--- src/rtl/mpmc11_strm_read_seq_if.sv ---
// mpmc11_strm_read_seq_if: request, read-command, read-return and FIFO-write signals of the stream read sequencer
interface mpmc11_strm_read_seq_if #(
    parameter int DATA_W = 256,
    parameter int ADDR_W = 32,
    parameter int CNT_W  = 8
);
    logic              req_valid;
    logic              req_ready;
    logic [ADDR_W-1:0] req_adr;
    logic [CNT_W-1:0]  req_nstrips;
    logic              abort;
    logic              cmd_en;
    logic              cmd_rdy;
    logic [ADDR_W-1:0] cmd_adr;
    logic              rd_valid;
    logic [DATA_W-1:0] rd_data;
    logic              fifo_afull;
    logic              wr;
    logic [DATA_W-1:0] wdat;
    logic              last_strip;
    logic              busy;
    logic              done;
    logic              err;
    modport master (
        output req_valid, req_adr, req_nstrips, abort, cmd_rdy, rd_valid, rd_data, fifo_afull,
        input  req_ready, cmd_en, cmd_adr, wr, wdat, last_strip, busy, done, err
    );
    modport slave (
        input  req_valid, req_adr, req_nstrips, abort, cmd_rdy, rd_valid, rd_data, fifo_afull,
        output req_ready, cmd_en, cmd_adr, wr, wdat, last_strip, busy, done, err
    );
endinterface

--- src/rtl/mpmc11_strm_read_seq.sv ---
// mpmc11_strm_read_seq: issues one read command per strip of a stream request and forwards
// the in-order read data to the stream FIFO, throttled by FIFO almost-full and an outstanding limit.
module mpmc11_strm_read_seq #(
    parameter int DATA_W      = 256,
    parameter int ADDR_W      = 32,
    parameter int STRIP_BYTES = 32,
    parameter int MAX_OUT     = 16,
    parameter int CNT_W       = 8
) (
    input logic                  clk,
    input logic                  rst_n,
    mpmc11_strm_read_seq_if.slave bus
);
    localparam int SB_W  = $clog2(STRIP_BYTES);
    localparam int OUT_W = $clog2(MAX_OUT) + 1;
    typedef enum logic [1:0] {IDLE, ISSUE, DRAIN, DONE} state_t;
    state_t            state, state_d;
    logic [ADDR_W-1:0] base, cmd_adr_q, cmd_adr_d;
    logic [CNT_W-1:0]  nstrips, issue_cnt, ret_cnt, issue_nxt;
    logic [OUT_W-1:0]  out_cnt, out_nxt;
    logic [DATA_W-1:0] wdat_q;
    logic              aborted, aborted_d, cmd_en_q, cmd_en_d;
    logic              wr_q, last_q, done_q, err_q;
    logic              accept, active, xfer, fire;
    assign accept    = bus.req_valid & (state == IDLE);
    assign active    = (state == ISSUE) | (state == DRAIN);
    assign xfer      = cmd_en_q & bus.cmd_rdy;
    // outstanding count is zero outside ISSUE/DRAIN, so this also gates returns to those states
    assign fire      = bus.rd_valid & (out_cnt != '0);
    assign issue_nxt = issue_cnt + CNT_W'(xfer);
    assign out_nxt   = out_cnt + OUT_W'(xfer) - OUT_W'(fire);
    assign bus.req_ready  = state == IDLE;
    assign bus.busy       = state != IDLE;
    assign bus.cmd_en     = cmd_en_q;
    assign bus.cmd_adr    = cmd_adr_q;
    assign bus.wr         = wr_q;
    assign bus.wdat       = wdat_q;
    assign bus.last_strip = last_q;
    assign bus.done       = done_q;
    assign bus.err        = err_q;
    always_comb begin
        state_d   = state;
        aborted_d = aborted | (active & bus.abort);
        cmd_en_d  = cmd_en_q & ~bus.cmd_rdy;
        cmd_adr_d = cmd_adr_q;
        // a presented command is held until accepted; a new one is only chosen once the slot frees
        if (state == ISSUE && !aborted_d && (!cmd_en_q || bus.cmd_rdy)) begin
            cmd_en_d  = (issue_nxt < nstrips) & (out_nxt < OUT_W'(MAX_OUT)) & ~bus.fifo_afull;
            cmd_adr_d = base + (ADDR_W'(issue_nxt) << SB_W);
        end
        case (state)
            IDLE:  if (accept) state_d = (bus.req_nstrips == '0) ? DONE : ISSUE;
            ISSUE: if (aborted_d || issue_nxt == nstrips) state_d = DRAIN;
            DRAIN: if (out_nxt == '0 && !cmd_en_d) state_d = DONE;
            DONE:  state_d = IDLE;
        endcase
    end
    always_ff @(posedge clk or negedge rst_n) begin
        if (!rst_n) begin
            state     <= IDLE;
            base      <= '0;
            nstrips   <= '0;
            issue_cnt <= '0;
            ret_cnt   <= '0;
            out_cnt   <= '0;
            aborted   <= 1'b0;
            cmd_en_q  <= 1'b0;
            cmd_adr_q <= '0;
            wr_q      <= 1'b0;
            wdat_q    <= '0;
            last_q    <= 1'b0;
            done_q    <= 1'b0;
            err_q     <= 1'b0;
        end else begin
            state     <= state_d;
            cmd_en_q  <= cmd_en_d;
            cmd_adr_q <= cmd_adr_d;
            wr_q      <= fire & ~aborted;
            last_q    <= fire & ~aborted & (ret_cnt == nstrips - CNT_W'(1));
            done_q    <= state == DONE;
            err_q     <= bus.rd_valid & (out_cnt == '0);
            if (fire && !aborted) wdat_q <= bus.rd_data;
            if (accept) begin
                base      <= bus.req_adr & ~ADDR_W'(STRIP_BYTES - 1);
                nstrips   <= bus.req_nstrips;
                issue_cnt <= '0;
                ret_cnt   <= '0;
                out_cnt   <= '0;
                aborted   <= 1'b0;
            end else begin
                issue_cnt <= issue_nxt;
                ret_cnt   <= ret_cnt + CNT_W'(fire);
                out_cnt   <= out_nxt;
                aborted   <= aborted_d;
            end
        end
    end
endmodule

--- src/flat_wrapper.sv ---
// flat-port wrapper written by rule: the top's interface ports become plain ports
module mpmc11_strm_read_seq_flat 
#(
    parameter int DATA_W      = 256,
    parameter int ADDR_W      = 32,
    parameter int STRIP_BYTES = 32,
    parameter int MAX_OUT     = 16,
    parameter int CNT_W       = 8
)
  (clk, rst_n, bus_req_valid, bus_req_adr, bus_req_nstrips, bus_abort, bus_cmd_rdy, bus_rd_valid, bus_rd_data, bus_fifo_afull, bus_req_ready, bus_cmd_en, bus_cmd_adr, bus_wr, bus_wdat, bus_last_strip, bus_busy, bus_done, bus_err);
  mpmc11_strm_read_seq_if #(.DATA_W(DATA_W), .ADDR_W(ADDR_W), .CNT_W(CNT_W)) bus_i ();
  input logic clk;
  input logic rst_n;
  input wire logic [$bits(bus_i.req_valid)-1:0] bus_req_valid;
  input wire logic [$bits(bus_i.req_adr)-1:0] bus_req_adr;
  input wire logic [$bits(bus_i.req_nstrips)-1:0] bus_req_nstrips;
  input wire logic [$bits(bus_i.abort)-1:0] bus_abort;
  input wire logic [$bits(bus_i.cmd_rdy)-1:0] bus_cmd_rdy;
  input wire logic [$bits(bus_i.rd_valid)-1:0] bus_rd_valid;
  input wire logic [$bits(bus_i.rd_data)-1:0] bus_rd_data;
  input wire logic [$bits(bus_i.fifo_afull)-1:0] bus_fifo_afull;
  output wire logic [$bits(bus_i.req_ready)-1:0] bus_req_ready;
  output wire logic [$bits(bus_i.cmd_en)-1:0] bus_cmd_en;
  output wire logic [$bits(bus_i.cmd_adr)-1:0] bus_cmd_adr;
  output wire logic [$bits(bus_i.wr)-1:0] bus_wr;
  output wire logic [$bits(bus_i.wdat)-1:0] bus_wdat;
  output wire logic [$bits(bus_i.last_strip)-1:0] bus_last_strip;
  output wire logic [$bits(bus_i.busy)-1:0] bus_busy;
  output wire logic [$bits(bus_i.done)-1:0] bus_done;
  output wire logic [$bits(bus_i.err)-1:0] bus_err;
  assign bus_i.req_valid = bus_req_valid;
  assign bus_i.req_adr = bus_req_adr;
  assign bus_i.req_nstrips = bus_req_nstrips;
  assign bus_i.abort = bus_abort;
  assign bus_i.cmd_rdy = bus_cmd_rdy;
  assign bus_i.rd_valid = bus_rd_valid;
  assign bus_i.rd_data = bus_rd_data;
  assign bus_i.fifo_afull = bus_fifo_afull;
  assign bus_req_ready = bus_i.req_ready;
  assign bus_cmd_en = bus_i.cmd_en;
  assign bus_cmd_adr = bus_i.cmd_adr;
  assign bus_wr = bus_i.wr;
  assign bus_wdat = bus_i.wdat;
  assign bus_last_strip = bus_i.last_strip;
  assign bus_busy = bus_i.busy;
  assign bus_done = bus_i.done;
  assign bus_err = bus_i.err;
  mpmc11_strm_read_seq #(.DATA_W(DATA_W), .ADDR_W(ADDR_W), .STRIP_BYTES(STRIP_BYTES), .MAX_OUT(MAX_OUT), .CNT_W(CNT_W)) u_core (.clk(clk), .rst_n(rst_n), .bus(bus_i));
endmodule
--- config.mk ---
export PLATFORM = sky130hd
export DESIGN_NAME = mpmc11_strm_read_seq_flat
export DESIGN_NICKNAME = d
export VERILOG_FILES = /design/src/rtl/mpmc11_strm_read_seq_if.sv /design/src/rtl/mpmc11_strm_read_seq.sv /design/src/flat_wrapper.sv
export SDC_FILE = /design/constraint.sdc
export NUM_CORES = 1
export LEC_CHECK = 0
export BUFFER_PORTS_ARGS = -buffer_cell sky130_fd_sc_hd__buf_2
export CAP_MARGIN = 20
export CORE_AREA = 2 2 236 238
export DETAILED_ROUTE_END_ITERATION = 10
export DIE_AREA = 0 0 238 240
export PLACE_DENSITY = 0.48
export SYNTH_ARGS = -nofsm -noshare
export SYNTH_HDL_FRONTEND = slang
export SYNTH_SLANG_ARGS = --single-unit
--- constraint.sdc ---
create_clock -name clk -period 3.3 [get_ports clk]
set_input_delay 0 -clock clk [delete_from_list [all_inputs] [get_ports clk]]
set_output_delay 0 -clock clk [all_outputs]
set_load 0.02 [all_outputs]
==> impl_metrics.csv, run 1 <==
group,metric,value,unit
timing,hold_violations,0,
timing,holdWs,0.00794,ns
power_and_ir_drop,peakVddDrop,0.529,mV
setup_path,cp_slowest_cell,"dfrtp_1",
logic_synthesis,yosysWarnings,0,
setup_path,cp-start-kind,"flop",
logic_synthesis,ys_types,55,
clocking,cts_root_buf,"clkbuf_16",
layout,drive_gt1_share,47.5,%
routing,drt-initial-drc-count,418,
floorplanning,dieArea,57100,µm²
timing,tightest_slew,0.609,ns
logic_synthesis,synth_edf_count,0,
global_routing,grt_pass1_vias,12300,
power_and_ir_drop,p_per_area,958,nW/µm²
floorplanning,die_w,238,µm
setup_path,slowest_delay,0.34,ns
logic_synthesis,ys_seq_area_share,60.6,%
run_status,status,"complete, no violations",
setup_path,end_kind,"flop",
floorplanning,start_util,26.2,%
timing,layout_min_cycle_time,3.11,ns
setup_path,cp_common_cell,"ha_1",
timing,fin_ws,0.192,ns
routing,wl,48600,µm
clocking,cts_tree,"done",
logic_synthesis,synthTopCellsByArea,"dfrtp_1 61%, mux2_2 20%, nand2_1 3.4%",
timing,drv_slew,0,
timing,relSlewSlack,59.4,%
clocking,cts_max_level,2,
placement,place_inst,2338,
power_and_ir_drop,finalPower,0.0216,W
setup_path,reg2reg_slack,0.19,ns
setup_path,crit_path_max_fanout,5,
timing,fmax,0.322,GHz
power_and_ir_drop,power_leakage,10.8,nW
layout,multi_input_area,5410,µm²
logic_synthesis,syn_area_per_cell,13.4,µm²
clocking,cts-buffers-inserted,41,
clocking,clkTransAtPathRegs,0.06,ns
logic_synthesis,syn_area,14300,µm²
global_routing,antenna_found_initial,4,
floorplanning,core,54700,µm²
timing,finalSetupViolCount,0,
global_routing,grt_pass1_wl,72400,µm
logic_synthesis,synth.top_cell.area_share,60.6,%
floorplanning,fp.dieH,240,µm
setup_path,crit_arrival,3.53,ns
layout,synthToLayoutAreaGrowth,57.6,%
logic_synthesis,synth-seq-cells,347,
min_path,hp-class,"input pin to asynchronous set/reset pin",
clocking,clock_latency,0.56,ns
global_routing,grt.overflow.total,0,
setup_path,worstSetupPathType,"flop to flop",
placement,place.gp.congestion,0.822,
timing,skew,0.0167,ns
routing,viasPerCell,4.28,
placement,pre_cts_ws,0.153,ns
logic_synthesis,ys.flop_type,"dfrtp_1",
layout,fillers,5201,
placement,port_buffers,587,
clocking,cts_buffer_depth,3,
routing,drc,0,
setup_path,crit_chain,"and2_1 -> ha_1 -> ha_1 -> nand3_1 -> nor2_1 -> xor2_2 -> ha_1 -> a21o_1 -> a21oi_2 -> buf_4 -> o211ai_1 -> nand4_1 -> xor2_1 -> o21ai_0",
floorplanning,ios,598,
setup_path,path_buf_inv,1,
floorplanning,row_count,86,
clocking,clock_sinks,347,
routing,vias,11600,
setup_path,cp_top_family,"adder cells",
placement,dp_hpwl,35200,µm
routing,ant_nets,0,
routing,first_pass_iters,4,
logic_synthesis,synthCells,1067,
run,cap_violations,0,
routing,post_drt_wl_per_cell,17.9,µm
global_routing,grtUsageTotal,16.4,%
logic_synthesis,async_flop_share,100,%
global_routing,grt_max_degree,104,
logic_synthesis,yosys.area.top_type,"dfrtp_1",
layout,final_cell_count_no_fill,2715,
layout,register_area,8680,µm²
clocking,cts_setup_buffers,0,
timing,fin_crit_sh,94.2,%
layout,layout.nets,2308,
setup_path,cp.required,3.72,ns
report_power, final:
part | switching (W) | total, W | internal [W]
clock network | 0.00184 | 0.00454 | 0.00270
logic | 0.00559 | 0.00959 | 0.00401
registers | 0.00117 | 0.00750 | 0.00633
sequential cells by signal (all words and copies together), names as in the netlist, 2 cells and up:
signal,cells
u_core.state,2
u_core.bus.wdat,256
u_core.out_cnt,5
u_core.nstrips,8
u_core.base,27
u_core.issue_cnt,8
u_core.ret_cnt,8
u_core.bus.cmd_adr,27
synth_stat cells (all sizes together) (2+ instances only):
library cell / n
inv: 22
nor4: 3
nor4b: 2
ha: 30
a31oi: 6
a21oi: 12
o21ai: 37
fa: 2
nor3: 4
a21boi: 2
o22a: 2
nand3: 16
a211oi: 3
nor2: 24
or3: 3
a21o: 7
or4: 2
clkbuf: 15
dfrtp: 347
mux2i: 3
xor2: 25
xnor2: 19
o21bai: 2
nand4: 11
mux2: 256
o22ai: 3
nand2b: 4
buf: 33
o211ai: 5
nand2: 128
and2: 15
and3: 12
or2: 2
layout make-up:
type | count | area share, %
antenna | 7 | 0.0776
clock inverter | 15 | 0.781
tap | 704 | 3.90
timing repair buffer | 907 | 27.3
inverter | 22 | 0.366
multi-input combinational | 654 | 23.9
clock buffer | 59 | 5.15
sequential | 347 | 38.5
logic make-up (layout without fill, tap and decap cells):
group / after synthesis / after routing / synth area share, %
muxes: 259 / 259 / 20.3
xor gates and xnor gates: 44 / 44 / 2.69
adders and majority gates: 32 / 32 / 2.90
other: 1 / 12 / 0.0262
buffers and inverters: 70 / 1003 / 2.21
and+or+nand+nor: 229 / 229 / 7.45
AOI/OAI and AO/OA: 85 / 85 / 3.74
DFF: 347 / 347 / 60.6
cells in the final DEF (no fill, tap or decap), types with 17 or more instances in the layout:
master	instances
buf_2	586
buf_4	18
clkbuf_16	41
dfrtp_1	347
dlygate4sd3_1	296
ha_1	30
inv_1	22
mux2_2	255
nand2_1	128
nor2_1	22
o21ai_0	35
xnor2_1	17
xor2_1	24
worst paths after layout:
path                                            start                     end  cells after the start
worst max-delay path                u_core.bus.cmd_en  u_core.bus.cmd_adr[18]                     14
worst min-delay path                            rst_n    u_core.bus.wdat[176]                      2
worst max register to register      u_core.bus.cmd_en  u_core.bus.cmd_adr[18]                     14
worst min register to register  u_core.bus.cmd_adr[6]   u_core.bus.cmd_adr[6]                      2
max in group asynchronous                       rst_n     u_core.bus.wdat[16]                      3
min in group clk                        bus_req_valid         u_core.state[1]                      4
per-layer routing:
layer,global-route usage (%),part of all wire (%),vias up
met3,4.68,6.9,94
met4,6.19,3.7,2
met5,0,0.027,-
met2,27.2,48,384
li1,-,-,5497
met1,20.2,42,5647
through the flow:
| stage | TNS (ns) | util (%) | area [µm²] |
|---|---|---|---|
| 6_report | 0 | 41.3 | 22600 |
| 5_1_grt | -0.0211 | 41.3 | 22600 |
| 4_1_cts | 0 | 41.2 | 22500 |
| 3_5_place_dp | 0 | 33.3 | 18200 |
| 3_3_place_gp | 0 | 33.3 | 18200 |
| 2_1_floorplan | 0 | - | 14300 |
timing repair:
item | 4_1_cts | 5_1_grt
gates resized for setup | 0 | 9
endpoints found under the hold margin | 466 | 0
endpoints found under the setup margin | 0 | 8
hold buffers | 296 | 0
Power figures use the tool's default switching activity.
==> run 2, diff against run 1 <==
Settings changed: CORE_AREA 2 2 236 238 to 2 2 232 234, DIE_AREA 0 0 238 240 to 0 0 234 236, PLACE_DENSITY 0.48 to 0.51.
Clock period 3.3 ns to 2.5 ns, I/O delays scaled along.
==> impl_metrics.csv, run 2 (synthesis results as in run 1) <==
group,metric,value,unit
clocking,clkTransAtPathRegs,0.06,ns
timing,fmax,0.360,GHz
setup_path,timing.rr.start,"u_core.out_cnt[3]",
power_and_ir_drop,finalPower,0.0292,W
layout,mostFrequentLayoutCells,"586 x buf_2, 346 x dfrtp_1, 297 x dlygate4sd3_1",
timing,fin_ws,-0.281,ns
min_path,hp-class,"input pin to asynchronous set/reset pin",
routing,drt-initial-drc-count,477,
global_routing,grtUsageTotal,18.5,%
setup_path,end_kind,"flop",
placement,place_area,18600,µm²
placement,place_inst,2364,
setup_path,path_buf_inv,2,
global_routing,grt.overflow.total,0,
routing,drc,0,
layout,fillers,4933,
layout,drive_gt1_share,50.4,%
power_and_ir_drop,intPower,0.0174,W
power_and_ir_drop,p_per_area,1250,nW/µm²
layout,final_cell_count_no_fill,2746,
floorplanning,start_util,27.0,%
routing,first_pass_iters,4,
layout,synthToLayoutAreaGrowth,62.7,%
timing,fin_crit_sh,111,%
clocking,clock_sinks,347,
power_and_ir_drop,switching_share,40.3,%
timing,tns,-3.69,ns
floorplanning,row_count,85,
timing,drv_slew,0,
routing,wl,52500,µm
setup_path,crit_path_max_fanout,3,
timing,skew,0.0159,ns
global_routing,grt_max_degree,72,
run,cap_violations,0,
setup_path,reg2reg_slack,-0.28,ns
layout,multi_input_area,5730,µm²
clocking,cts_buffer_depth,3,
floorplanning,ios,598,
global_routing,antenna_found_initial,5,
setup_path,cp_top_family,"compound AO/OA/AOI/OAI gates",
global_routing,grt_pass1_wl,77600,µm
run_status,status,"finished, violations left",
timing,finalSetupViolCount,22,
layout,design_area,23300,µm²
routing,vias,11900,
layout,post-route-util,43.9,%
routing,viasPerCell,4.34,
timing,layout_min_cycle_time,2.78,ns
setup_path,cp_common_cell,"inv_2",
timing,tightest_slew,0.644,ns
layout,layout.nets,2352,
power_and_ir_drop,switchingPower,0.0118,W
power_and_ir_drop,p_clk_share,20.1,%
clocking,cts_tree,"done",
layout,register_area,8680,µm²
power_and_ir_drop,combPwrFrac,45.7,%
timing,relSlewSlack,57.0,%
clocking,clock_latency,0.55,ns
setup_path,crit_arrival,3.25,ns
routing,ant_nets,0,
clocking,cts_root_buf,"clkbuf_16",
timing,hold_violations,0,
routing,post_drt_wl_per_cell,19.1,µm
setup_path,cp.required,2.97,ns
timing,rsz0062_at_grt,"yes",
clocking,cts_max_level,2,
layout,layout_commonest_cell,"buf_2",
setup_path,cp_slowest_cell,"dfrtp_1",
floorplanning,die_w,234,µm
floorplanning,fp.dieH,236,µm
layout,largest_register_ffs,256,
global_routing,grt_pass1_vias,12800,
placement,port_buffers,587,
setup_path,worstSetupStartpoint,"u_core.out_cnt[3]",
power_and_ir_drop,p_seq_share,34.2,%
setup_path,crit_chain,"inv_2 -> ha_4 -> nor4b_4 -> nand2b_4 -> inv_2 -> nand2_2 -> o21ai_2 -> ha_2 -> fa_2 -> a21oi_2 -> o21bai_2 -> xnor2_2 -> a32o_2 -> o22ai_4 -> mux2i_1",
power_and_ir_drop,power_leakage,11.0,nW
setup_path,cp-start-kind,"flop",
placement,place.gp.congestion,0.831,
setup_path,worstSetupPathType,"flop to flop",
placement,dp_hpwl,38800,µm
run_status,violations,"negative setup slack",
floorplanning,core,53100,µm²
clocking,cts-buffers-inserted,41,
setup_path,slowest_delay,0.40,ns
floorplanning,dieArea,55200,µm²
power_and_ir_drop,peakVddDrop,0.981,mV
## run 2: metal layers
layer | track usage, % | routed length (µm) | vias up
met5 | 0 | 13 | -
li1 | - | - | 5607
met2 | 33.8 | 27000 | 394
met3 | 3.95 | 3080 | 103
met1 | 20.2 | 19800 | 5803
met4 | 8.69 | 2590 | 2
## run 2: repair_timing
action / CTS / global route
buffers inserted: 5 / 3
endpoints found under the hold margin: 644 / 0
gates resized for setup: 38 / 31
gates cloned: 0 / 1
pin swaps: 16 / 25
setup endpoints to repair: 25 / 27
hold buffers: 297 / 0
## run 2: layout make-up
cell class | count | area share, %
Antenna cell | 5 | 0.0537
Timing Repair Buffer | 951 | 28.4
Clock inverter | 7 | 0.220
Sequential cell | 347 | 37.3
Clock buffer | 64 | 5.39
Tap cell | 696 | 3.74
Inverter | 22 | 0.355
Multi-Input combinational cell | 654 | 24.6
## run 2: final timing paths
path,to,depth (start not counted)
setup / recovery,u_core.state[1],15
hold / removal,u_core.bus.wdat[187],2
setup reg to reg,u_core.state[1],15
hold reg to reg,u_core.bus.cmd_adr[9],2
max in group asynchronous,u_core.bus.wdat[80],3
min in group clk,u_core.base[31],4
## run 2: worst reg2reg max path, delay by kind of cell, from the launching register on
family	cells	cell delay (ns)
and+or+nand+nor	3	0.42
xor gates and xnor gates	1	0.17
muxes	1	0.20
buffers and inverters	2	0.12
AOI/OAI and AO/OA	5	0.71
DFF	1	0.40
adders and majority gates	3	0.67
## run 2: power groups by stage
stage	registers (W)	clock network, W	logic [W]
floorplan	0.0127	0	0.00484
global placement	0.00996	0	0.0127
detailed placement	0.0100	0	0.0128
CTS	0.00998	0.00606	0.0134
global route	0.0104	0.00628	0.0142
finish	0.0100	0.00586	0.0133
## run 2: stage by stage
step	hold slack, ns	worst slack (ns)
2_1_floorplan	-0.296	-0.265
3_3_place_gp	0.0456	-0.295
3_5_place_dp	0.0537	-0.370
4_1_cts	0.0287	-0.299
5_1_grt	0.0616	-0.440
6_report	0.0434	-0.281
==> run 3, diff against run 2 <==
==> constraint.sdc (replaced) <==
create_clock -name clk -period 2.5 [get_ports clk]
set_input_delay 0.5 -clock clk [delete_from_list [all_inputs] [get_ports clk]]
set_output_delay 0.5 -clock clk [all_outputs]
set_load 0.02 [all_outputs]
==> impl_metrics.csv, run 3 (synthesis results as in run 1) <==
group,metric,value,unit
floorplanning,dieArea,55200,µm²
power_and_ir_drop,power_leakage,10.0,nW
routing,vias,10800,
placement,dp_hpwl,38100,µm
min_path,whs_path_depth,3,
placement,place_area,18700,µm²
setup_path,rr_worst_depth,15,
timing,rsz0062_at_grt,"yes",
setup_path,timing.rr.start,"u_core.out_cnt[2]",
run_status,status,"finished, violations left",
power_and_ir_drop,switching_share,39.3,%
timing,layout_min_cycle_time,2.79,ns
floorplanning,start_util,27.0,%
layout,largest_register_ffs,256,
routing,post_drt_wl_per_cell,19.6,µm
timing,fmax,0.358,GHz
min_path,min-delay-start,"bus_req_adr[14]",
setup_path,crit_chain,"inv_2 -> ha_4 -> nor4b_4 -> nand2b_4 -> inv_2 -> nand2_2 -> o21ai_2 -> ha_2 -> fa_2 -> a21oi_2 -> o21bai_2 -> xnor2_2 -> a32o_2 -> o22ai_4 -> mux2i_1",
routing,drt-initial-drc-count,354,
layout,post-route-util,38.9,%
floorplanning,fp.dieH,236,µm
setup_path,cp_common_cell,"inv_2",
setup_path,reg2reg_slack,-0.29,ns
layout,layout.nets,2081,
power_and_ir_drop,combPwrFrac,44.5,%
power_and_ir_drop,p_per_area,1410,nW/µm²
clocking,clkTransAtPathRegs,0.05,ns
power_and_ir_drop,switchingPower,0.0115,W
global_routing,grt_max_degree,71,
power_and_ir_drop,intPower,0.0177,W
global_routing,grt_pass1_vias,11200,
setup_path,end_kind,"flop",
timing,fin_crit_sh,112,%
power_and_ir_drop,peakVddDrop,0.562,mV
global_routing,grtUsageTotal,17.1,%
power_and_ir_drop,p_clk_share,21.4,%
power_and_ir_drop,p_seq_share,34.1,%
setup_path,crit_path_max_fanout,3,
floorplanning,row_count,85,
clocking,clock_latency,0.56,ns
setup_path,path_buf_inv,2,
timing,skew,0.0222,ns
routing,ant_nets,0,
setup_path,cp_top_family,"compound AO/OA/AOI/OAI gates",
routing,viasPerCell,4.37,
placement,place.gp.congestion,0.850,
global_routing,antenna_found_initial,21,
setup_path,cp-start-kind,"flop",
clocking,cts_root_buf,"clkbuf_16",
min_path,hp-class,"input pin to flop",
routing,first_pass_iters,4,
setup_path,slowest_delay,0.38,ns
min_path,holdPathEnd,"u_core.base[14]",
run,cap_violations,0,
floorplanning,ios,598,
timing,finalSetupViolCount,23,
timing,tns,-4.36,ns
layout,design_area,20600,µm²
run_status,violations,"negative setup slack",
layout,drive_gt1_share,59.8,%
clocking,cts-buffers-inserted,42,
routing,wl,48500,µm
setup_path,crit_arrival,3.25,ns
setup_path,cp_slowest_cell,"dfrtp_1",
global_routing,grt_pass1_wl,70500,µm
clocking,cts_tree,"done",
layout,layout_commonest_cell,"buf_2",
floorplanning,die_w,234,µm
global_routing,grt.overflow.total,0,
layout,synthToLayoutAreaGrowth,44.2,%
timing,hold_violations,0,
clocking,cts_max_level,2,
floorplanning,core,53100,µm²
routing,drc,0,
setup_path,worstSetupPathType,"flop to flop",
layout,mostFrequentLayoutCells,"586 x buf_2, 346 x dfrtp_1, 255 x mux2_2",
placement,pre_cts_ws,-0.565,ns
timing,fin_ws,-0.292,ns
setup_path,r2r-end,"u_core.state[1]",
placement,port_buffers,587,
timing,drv_slew,0,
setup_path,cp.required,2.96,ns
clocking,clock_sinks,347,
clocking,cts_buffer_depth,3,
==> run 3: cell count changes in the layout (fill, tap and decap cells not counted), sizes merged <==
cell | previous run | this run
clkbuf | 65 | 62
clkinvlp | 2 | 3
dlygate4sd3 | 297 | 1
bufinv | 0 | 4
buf | 653 | 677
diode | 5 | 9
==> run 3: worst reg2reg max path, cell delays in order (launching register included) <==
cell      delay, ns
dfrtp_1        0.38
inv_2          0.09
ha_4           0.13
nor4b_4        0.20
nand2b_4       0.18
inv_2          0.04
nand2_2        0.06
o21ai_2        0.06
ha_2           0.18
fa_2           0.37
a21oi_2        0.15
o21bai_2       0.09
xnor2_2        0.16
a32o_2         0.29
o22ai_4        0.14
mux2i_1        0.20
==> run 3: per-stage QoR <==
stage	hold WS, ns	cells	total power [W]
2_1_floorplan	0.204	1071	0.0175
3_3_place_gp	0.407	2377	0.0226
3_5_place_dp	0.401	2377	0.0228
4_1_cts	0.0970	2461	0.0294
5_1_grt	0.111	2474	0.0309
6_report	0.147	2480	0.0291
==> run 3: power groups by stage <==
stage / combinational, W / clock, W / sequential, W
finish: 0.0130 / 0.00623 / 0.00994
detailed placement: 0.0128 / 0 / 0.00999
global route: 0.0139 / 0.00670 / 0.0103
floorplan: 0.00484 / 0 / 0.0127
global placement: 0.0127 / 0 / 0.00992
CTS: 0.0130 / 0.00646 / 0.00994
==> run 3: metal layers <==
metal | wire (µm) | part of all wire, % | GRT usage, %
met5 | 138 | 0.28 | 0
met4 | 1600 | 3.3 | 5.47
met3 | 4220 | 8.7 | 6.21
met2 | 23700 | 49 | 29.4
met1 | 18800 | 39 | 19.6
==> run 3: how the worst max path moves through the flow <==
| stage | from | endpoint | cells after the start | slack, ns |
|---|---|---|---|---|
| finish | u_core.out_cnt[2] | u_core.state[1] | 15 | -0.29 |
| global route | u_core.out_cnt[2] | u_core.state[1] | 15 | -0.44 |
| CTS | u_core.out_cnt[2] | u_core.state[1] | 15 | -0.31 |
| detailed placement | bus_cmd_rdy | u_core.bus.cmd_adr[19] | 15 | -0.57 |
| global placement | bus_cmd_rdy | u_core.bus.cmd_adr[19] | 15 | -0.50 |
| floorplan | bus_cmd_rdy | u_core.bus.cmd_adr[30] | 12 | -0.29 |
==> run 3: area by class of cell <==
type	count	area (µm²)
multi-input combinational	654	5720
antenna	9	22.5
fill	5204	32400
sequential	347	8680
tap	696	871
inverter	22	82.6
clock buffer	61	1230
clock inverter	12	171
timing repair buffer	679	3860
==> run 3: repair_timing <==
action / CTS / global route
pin swaps: 26 / 30
setup endpoints to repair: 25 / 27
hold buffers: 1 / 0
resized for setup: 45 / 31
hold endpoints to repair: 31 / 0
gates cloned: 1 / 0
setup buffers: 11 / 11
